`src/rtl/encodelow_seq.sv`:
```
// Registered 4-to-2 priority encoder for active-low strobes: synchronises each line,
// latches falling edges as pending events and hands them out one at a time over valid/ready.
`timescale 1ns/1ps
module encodelow_seq #(
  parameter int SYNC_STAGES = 2,
  parameter bit LOW_FIRST   = 1'b1
) (
  input  logic clk,
  input  logic rst_n,
  input  logic d0,
  input  logic d1,
  input  logic d2,
  input  logic d3,
  output logic s0,
  output logic s1,
  output logic valid,
  input  logic ready,
  output logic multi,
  output logic drop
);

  typedef enum logic {IDLE, PRESENT} state_t;

  logic [3:0]             line_in;
  logic [SYNC_STAGES-1:0] sync_q [4];
  logic [SYNC_STAGES-1:0] sync_d [4];
  logic [3:0]             synced;
  logic [3:0]             prev_q, prev_d;
  logic [3:0]             events;
  logic [3:0]             pending_q, pending_d;
  logic [3:0]             clear;
  logic [1:0]             sel;
  logic [1:0]             idx_q, idx_d;
  logic                   multi_q, multi_d;
  logic                   drop_q, drop_d;
  logic                   load;
  state_t                 state_q, state_d;

  assign line_in = {d3, d2, d1, d0};

  // Bit 0 of each chain takes the raw pin; the last bit is the synchronised view.
  always_comb begin
    for (int i = 0; i < 4; i++) begin
      sync_d[i] = {sync_q[i][SYNC_STAGES-2:0], line_in[i]};
      synced[i] = sync_q[i][SYNC_STAGES-1];
    end
    prev_d = synced;
    events = ~synced & prev_q;
  end

  always_comb begin
    sel = 2'd0;
    if (LOW_FIRST) begin
      for (int i = 3; i >= 0; i--) begin
        if (pending_q[i]) sel = 2'(i);
      end
    end else begin
      for (int i = 0; i < 4; i++) begin
        if (pending_q[i]) sel = 2'(i);
      end
    end
  end

  always_comb begin
    state_d = state_q;
    idx_d   = idx_q;
    multi_d = multi_q;
    clear   = 4'b0000;
    load    = 1'b0;
    case (state_q)
      IDLE: begin
        if (pending_q != 4'b0000) load = 1'b1;
      end
      PRESENT: begin
        if (ready) begin
          if (pending_q != 4'b0000) load = 1'b1;
          else state_d = IDLE;
        end
      end
      default: state_d = IDLE;
    endcase
    if (load) begin
      clear   = 4'b0001 << sel;
      idx_d   = sel;
      multi_d = (pending_q & ~clear) != 4'b0000;
      state_d = PRESENT;
    end
    // A new event on the line being delivered re-arms it rather than counting as a loss.
    drop_d    = |(events & pending_q & ~clear);
    pending_d = (pending_q & ~clear) | events;
  end

  always_ff @(posedge clk or negedge rst_n) begin
    if (!rst_n) begin
      for (int i = 0; i < 4; i++) sync_q[i] <= '1;
      prev_q    <= 4'b1111;
      pending_q <= 4'b0000;
      state_q   <= IDLE;
      idx_q     <= 2'd0;
      multi_q   <= 1'b0;
      drop_q    <= 1'b0;
    end else begin
      for (int i = 0; i < 4; i++) sync_q[i] <= sync_d[i];
      prev_q    <= prev_d;
      pending_q <= pending_d;
      state_q   <= state_d;
      idx_q     <= idx_d;
      multi_q   <= multi_d;
      drop_q    <= drop_d;
    end
  end

  assign s0    = idx_q[0];
  assign s1    = idx_q[1];
  assign valid = (state_q == PRESENT);
  assign multi = multi_q;
  assign drop  = drop_q;

endmodule

```
`config.mk`:
```
export PLATFORM = sky130hd
export DESIGN_NAME = encodelow_seq
export DESIGN_NICKNAME = d
export VERILOG_FILES = /design/src/rtl/encodelow_seq.sv
export SDC_FILE = /design/constraint.sdc
export NUM_CORES = 1
export LEC_CHECK = 0
export CELL_PAD_IN_SITES_DETAIL_PLACEMENT = 1
export CELL_PAD_IN_SITES_GLOBAL_PLACEMENT = 1
export CORE_MARGIN = 2
export CORE_UTILIZATION = 40
export CTS_BUF_LIST = sky130_fd_sc_hd__clkbuf_4 sky130_fd_sc_hd__clkbuf_8
export CTS_CLUSTER_DIAMETER = 50
export DETAILED_ROUTE_END_ITERATION = 10
export GPL_ROUTABILITY_DRIVEN = 0
export HOLD_SLACK_MARGIN = 0.03
export PLACE_DENSITY = 0.74
export SKIP_LAST_GASP = 1
export SLEW_MARGIN = 20
export SYNTH_ARGS = -nofsm -noshare
export SYNTH_HDL_FRONTEND = slang
export SYNTH_SLANG_ARGS = --single-unit
```
`constraint.sdc`:
```
create_clock -name clk -period 1.5 [get_ports clk]
set_input_delay 0.375 -clock clk [delete_from_list [all_inputs] [get_ports clk]]
set_output_delay 0.375 -clock clk [all_outputs]
set_load 0.01 [all_outputs]
```
Word level (Yosys, flattened, before mapping) --
Index checks and enable logic that the tools add are counted.
Cells by class: $lt $le $gt $ge 0, div/mod/pow operators 0, shifts and indexed selects 1, multiply operators 0, add/sub/neg operators 0, equal/unequal tests 0, mux-type cells 11, bitwise logic cells 10, reduce and logical (&&, ||, !) cells 3
Operators by type and width (number):
- 4-bit bitwise AND | 5
- 4-bit inverter | 3
- 2-bit 2-to-1 mux | 4
- 4-bit nonzero test | 2
- 1-bit 2-to-1 mux | 5
- 4-bit 2-to-1 mux | 1
- 4-bit OR | 1
- 4-bit OR reduction | 1
- 1-bit by 2-bit << shifter with 4-bit output, first input constant | 1
- 1-bit case mux with 2 select lines | 1
- 1-bit inverter | 1
Word-level totals: bits in latches 0, register bits after elaboration 21, bits in writable memories 0, output and inout bits 5, memories kept 0, logic and storage cells 35, bits in read-only memories 0

Logic depth before layout (Yosys ltp) --
Gate-level depths: netlist of the first run.
depth in word-level cells 9, depth in mapped cells 5, mapped depth without buffers 4

Worst setup path before layout of the first run --
Ideal clock, no wire load.
kind register to register, from register pending_q[0], to register multi_q (netlist: multi), period minus slack after synthesis 1.071 ns, cell stages (with the launch flop) 4, buffers on the path 0, library setup time 0.122 ns, setup slack 0.429 ns, required time 1.378 ns, arrival time 0.949 ns, cells stage by stage dfrtp_1 or3_1 a21oi_1 a21oi_1
On the way: cells in the longest elaborated chain, start to end 5
RTL lines:
- start, declared | RTL line 30 | logic [3:0] pending_q, pending_d;
- start signal, assigned | RTL line 105 | pending_q <= pending_d;
- 2-bit 2-to-1 mux | RTL line 55 | if (pending_q[i]) sel = 2'(i);
- 1-bit by 2-bit << shifter with 4-bit output | RTL line 83 | clear = 4'b0001 << sel;
- 4-bit inverter | RTL line 85 | multi_d = (pending_q & ~clear) != 4'b0000;
- 4-bit bitwise AND | RTL line 85
- 4-bit nonzero test | RTL line 85
- end signal, assigned | RTL line 108 | multi_q <= multi_d;
- end, declared | RTL line 34 | logic multi_q, multi_d;
Several ways; a longest one is shown, not always the timed one. A chain may end at the register's enable or synchronous reset.

Worst setup path in the final report of the first run --
from register idx_q[0], to output s0
RTL lines:
- start, declared | RTL line 33 | logic [1:0] idx_q, idx_d;
- start signal, assigned | RTL line 107 | idx_q <= idx_d;
- end, declared | RTL line 14 | output logic s0,
No word-level cell between the ends.

==> impl_metrics.py, run 1 <==
metrics = {
    "place": {
        "place_ws_ns": -0.06208,
        "hpwl_um": 916.7,
        "portBuffers": 11,
        "placed_area_um2": 913.4,
    },
    "critical_path": {
        "slowest_delay_ns": 0.41,
        "r2r-end": "drop",
        "cp.depth": 1,
        "critPathTopFamily": "flip-flops",
        "worstPathCellList": "dlygate4sd2_1",
        "cp_slowest_cell": "dfrtp_1",
        "cp-start-kind": "register",
        "regToRegStartpoint": "pending_q[0]",
        "path_class": "reg -> out",
        "path_max_fanout": 3,
        "required_ns": 1.12,
        "ff2ff_path_depth": 4,
        "rrSetupSlack_ns": 0.31,
        "critical_path_buf_inv_count": 1,
        "setup.worst_path.end_class": "output port",
        "cp.arrival_ns": 0.99,
    },
    "route": {
        "first_pass_iters": 4,
        "wirelength_mm": 1.192,
        "ant_nets": 0,
        "wl_per_cell_um": 11.69,
        "dr_total_vias": 501,
        "vias_per_cell": 4.912,
        "drcViolationCount": 0,
        "drt_iter0_drc": 7,
    },
    "die": {
        "fp.dieW_um": 47.83,
        "rows": 15,
        "coreArea_mm2": 0.001764,
        "die_area_mm2": 0.002287,
        "start_util_pct": 43.55,
        "pin_count": 12,
        "die_y_um": 47.83,
    },
    "grt": {
        "grt.met2_usage_pct": 22.40,
        "grt_overflow": 0,
        "grt_usage_pct": 12.77,
        "antenna_found_initial": 0,
        "grt_pass1_wl_mm": 1.925,
        "grt_pass1_vias": 505,
        "grt_max_degree": 22,
        "met1_usage_pct": 13.38,
        "grt_busiest_layer": "met2",
        "grt_util_met3_pct": 2.264,
    },
    "timing": {
        "timing.hold.ws_ns": 0.3618,
        "skew_ns": 0.007033,
        "relSlewSlack_pct": 81.74,
        "report.final.hold_viol_count": 0,
        "fmax_mhz": 731.3,
        "worstMarginPinSlew_ns": 0.2701,
        "min_period_ns": 1.367,
        "setup_violations": 0,
        "fin_ws_ns": 0.1326,
        "rsz0062_at_grt": "false",
        "fin_crit_sh_pct": 91.16,
        "slew_viol_final": 0,
    },
    "clock_tree": {
        "htree_levels": 1,
        "hold_buffers": 0,
        "cts_buffers": 3,
        "cts_root_buffer": "clkbuf_4",
        "clk_pin_slew_ns": 0.11,
        "cts.sinks": 21,
        "cts_tree": "yes",
        "clk_latency_ns": 0.30,
        "clk_path_buf_depth": 2,
    },
    "yosys": {
        "yosysMostFrequentCell": "dfstp_2",
        "syn_avg_cell_area_um2": 12.80,
        "post-synth-top-area-cell": "dfstp_2",
        "synthXorXnorAreaFrac_pct": 1.140,
        "synthAdderAreaFrac_pct": 0,
        "ys_seq_area_share_pct": 70.36,
        "synth_cell_type_count": 24,
        "ys_async_sr_fraction_pct": 100.0,
        "synth_compound_area_share_pct": 12.38,
        "yosys_warnings": 0,
        "synth_top_family_by_area": "simple AND/OR/NAND/NOR gates",
        "muxShareOfSynthArea_pct": 0,
        "synth_common_cells": "dfstp_2 (12), dfrtp_1 (9), o21ai_0 (5)",
        "synth-edff-count": 0,
        "yosys-top-cells-area": "dfstp_2 (41%), dfrtp_1 (29%), o21ai_0 (3.3%)",
        "synth_nets": 67,
        "yosys.area_share.simple_pct": 12.70,
        "ys_seq_elements": 21,
        "syn_area_um2": 768.2,
        "synth_top_cell_area_share_pct": 41.04,
        "ys.flop_type": "dfstp_2",
        "syn-instance-count": 60,
    },
    "worst_hold_path": {
        "hold_path.class": "reg -> reg",
        "hold_depth": 0,
        "worstHoldEndpoint": "prev_d[0]",
        "min-delay-start": "sync_d[7]",
    },
    "flow_run": {
        "max-cap-violations": 0,
    },
    "pwr": {
        "power.density_mw_per_mm2": 1132,
        "p_leak_nw": 0.3944,
        "ir_drop_mv": 0.6297,
    },
    "finish": {
        "final_util_pct": 53.62,
        "drive_above_1_share_pct": 27.27,
        "num-nets-final": 85,
        "areaGrowthSynthToFinish_pct": 23.13,
        "n_antenna_cell": 0,
        "fillCellCount": 214,
        "final_area_um2": 945.9,
    },
    "status": {
        "status": "finished clean",
    },
}
## layout by cell type (no fill, tap or decap), types with 2 or more instances in the layout
cell / instances
dfstp_2: 12
clkbuf_4: 3
nor2_1: 4
buf_4: 3
clkdlybuf4s50_1: 6
dfrtp_1: 9
a21oi_1: 4
o21ai_0: 5
o21ai_1: 2
nand2_1: 4
inv_1: 4
dlygate4sd2_1: 4
## stage by stage
step	setup TNS, ns	total power, mW	instances
after floorplan	0	0.7592	60
after global placement	-0.03147	0.8333	97
after detailed placement	-0.07739	0.8413	97
after CTS	-0.08597	1.095	102
after global routing	0	1.139	102
final	0	1.070	102
## cell type report
class / count / area, µm² / area share [%]
Clock inverter: 1 / 5.005 / 0.5291
Multi-Input combinational cell: 34 / 201.4 / 21.30
Tap cell: 25 / 31.28 / 3.307
Sequential cell: 21 / 540.5 / 57.14
Timing Repair Buffer: 14 / 130.1 / 13.76
Inverter: 4 / 15.01 / 1.587
Clock buffer: 3 / 22.52 / 2.381
## worst max path at each step
stage / to / start / slack (ns)
4_1_cts: valid / valid / -0.09
3_5_place_dp: drop / ready / -0.06
3_3_place_gp: drop / ready / -0.03
5_1_grt: s0 / idx_q[0] / 0.08
6_report: s0 / idx_q[0] / 0.13
2_1_floorplan: multi / pending_q[0] / 0.43
## repair_timing
action                     in CTS  in global routing
buffers inserted                1                  0
gates resized for setup         4                  1
setup endpoints to repair       5                  1
## per-layer routing
metal | vias to the layer above | share of wire [%]
met4 | 0 | 0.84
li1 | 237 | -
met1 | 251 | 40
met5 | - | 0
met3 | 2 | 3.7
met2 | 11 | 55
## cell families after synthesis
logic type	Yosys count
xor gates and xnor gates	1
DFF	21
buffers and inverters	5
and+or+nand+nor	17
AOI/OAI and AO/OA	16
## flip-flops by register name, summed over array words and instances, names as in the netlist
register,count
prev_q,4
multi,1
idx_q,2
pending_q,4
prev_d,4
drop,1
valid,1
sync_d,4
## power by group
group          switching [mW]  internal (mW)
Sequential             0.0436          0.628
Clock                   0.158         0.0992
Combinational          0.0671         0.0743
No activity file was read; power rests on OpenSTA's default activity.
==> run 2, diff against run 1 <==
--- a/config.mk
+++ b/config.mk
@@ -20,3 +20,4 @@
 export SYNTH_ARGS = -nofsm -noshare
 export SYNTH_HDL_FRONTEND = slang
 export SYNTH_SLANG_ARGS = --single-unit
+export TNS_END_PERCENT = 20
==> run 2 against run 1 <==
Effect of this change: design area up 0.40%; highest routed layer unchanged; critical path type unchanged; die area did not move; sequential share of layout area shrank 0.23 points; global-route usage unchanged; combinational power grew 6%; the flow now finishes with violations (negative setup slack).
==> impl_metrics.py, run 2 (synthesis results as in run 1) <==
metrics = {
    "timing": {
        "fin_ws_ns": -0.06538,
        "worstMarginPinSlew_ns": 0.2701,
        "slew_viol_final": 0,
        "rsz0062_at_grt": "true",
        "report.final.hold_viol_count": 0,
        "min_period_ns": 1.565,
        "fmax_mhz": 638.8,
        "relSlewSlack_pct": 81.74,
        "setup_violations": 3,
        "setup_tns_ns": -0.1610,
        "fin_crit_sh_pct": 104.4,
        "skew_ns": 0.006520,
    },
    "place": {
        "placed_area_um2": 913.4,
        "portBuffers": 11,
        "hpwl_um": 916.7,
    },
    "finish": {
        "fillCellCount": 212,
        "drive_above_1_share_pct": 27.27,
        "final_common_cell": "dfstp_2",
        "final_area_um2": 949.7,
        "areaGrowthSynthToFinish_pct": 23.62,
        "num-nets-final": 85,
        "final_cell_mix": "dfstp_2 (12), dfrtp_1 (9), clkdlybuf4s50_1 (9)",
        "n_antenna_cell": 0,
    },
    "pwr": {
        "ir_drop_mv": 0.6350,
        "power.density_mw_per_mm2": 1137,
        "p_leak_nw": 0.3954,
    },
    "route": {
        "drt_iter0_drc": 7,
        "dr_total_vias": 499,
        "ant_nets": 0,
        "first_pass_iters": 4,
        "wirelength_mm": 1.192,
        "wl_per_cell_um": 11.69,
        "drcViolationCount": 0,
        "vias_per_cell": 4.892,
    },
    "grt": {
        "grt_usage_pct": 12.77,
        "grt_pass1_vias": 505,
        "grt_max_degree": 22,
        "grt_overflow": 0,
        "grt_pass1_wl_mm": 1.925,
        "antenna_found_initial": 0,
    },
    "critical_path": {
        "cp-start-kind": "register",
        "critPathTopFamily": "buffers and inverters",
        "slowest_delay_ns": 0.53,
        "worstPathCellList": "clkdlybuf4s50_1",
        "setup.worst_path.end_class": "output port",
        "path_max_fanout": 2,
        "cp_slowest_cell": "clkdlybuf4s50_1",
        "required_ns": 1.12,
        "path_class": "reg -> out",
        "cp.arrival_ns": 1.19,
        "critical_path_buf_inv_count": 1,
    },
    "die": {
        "rows": 15,
        "start_util_pct": 43.55,
        "fp.dieW_um": 47.83,
        "die_y_um": 47.83,
        "pin_count": 12,
        "die_area_mm2": 0.002287,
        "coreArea_mm2": 0.001764,
    },
    "clock_tree": {
        "clk_pin_slew_ns": 0.11,
        "clk_latency_ns": 0.30,
        "clk_path_buf_depth": 2,
        "cts_buffers": 3,
        "cts.sinks": 21,
        "hold_buffers": 0,
        "cts_root_buffer": "clkbuf_4",
        "cts_tree": "yes",
        "htree_levels": 1,
    },
    "status": {
        "status": "complete, but fails checks",
        "violations": "negative setup slack",
    },
    "worst_hold_path": {
        "hold_path.class": "reg -> reg",
    },
    "flow_run": {
        "max-cap-violations": 0,
    },
}
run 2: changes by cell type in the layout (fill, tap and decap cells not counted):
cell and change:
clkdlybuf4s50_1 +3, dlygate4sd2_1 -3
run 2: layer usage:
layer | global-route usage [%] | up-vias | wire, µm
met5 | 0 | - | 0
met2 | 22.40 | 11 | 650
met1 | 13.38 | 249 | 481
li1 | - | 237 | -
met4 | 9.730 | 0 | 10
met3 | 2.264 | 2 | 49
run 2: power by group:
part           switching (mW)  leakage [nW]  internal [mW]  total, mW
clock                   0.159        0.0177         0.0992      0.258
sequential             0.0440         0.225          0.628      0.672
combinational          0.0672         0.152         0.0829      0.150
run 2: timing repair:
item | 4_1_cts | 5_1_grt
buffers inserted | 1 | 0
hold endpoints to repair | 0 | 0
setup endpoints to repair | 5 | 4
resized for setup | 1 | 1
run 2: per-stage QoR:
| stage | hold slack [ns] | setup WS [ns] | power (mW) | instances | util (%) |
|---|---|---|---|---|---|
| 2_1_floorplan | 0.07941 | 0.4286 | 0.7592 | 60 | - |
| 3_3_place_gp | 0.3458 | -0.03147 | 0.8333 | 97 | 51.77 |
| 3_5_place_dp | 0.3470 | -0.06208 | 0.8413 | 97 | 51.77 |
| 4_1_cts | 0.3632 | -0.09990 | 1.106 | 102 | 53.69 |
| 5_1_grt | 0.3702 | -0.1288 | 1.148 | 102 | 53.83 |
| 6_report | 0.3619 | -0.06538 | 1.080 | 102 | 53.83 |
run 2: cell type report:
class | instances | area, µm² | share of cell area, %
sequential | 21 | 540.5 | 56.92
multi-input combinational | 34 | 201.4 | 21.21
timing repair buffer | 14 | 133.9 | 14.10
tap | 25 | 31.28 | 3.294
clock buffer | 3 | 22.52 | 2.372
inverter | 4 | 15.01 | 1.581
clock inverter | 1 | 5.005 | 0.5270
run 2: path summary, 6_finish.rpt:
check | startpoint | end | slack, ns | cells after the start
setup / recovery | valid | valid | -0.07 | 1
hold / removal | sync_d[7] | prev_d[0] | 0.36 | 0
setup reg to reg | pending_q[0] | drop | 0.31 | 4
hold reg to reg | sync_d[7] | prev_d[0] | 0.36 | 0
max in group asynchronous | rst_n | prev_q[0] | 0.83 | 2
min in group asynchronous | rst_n | pending_q[3] | 0.40 | 2
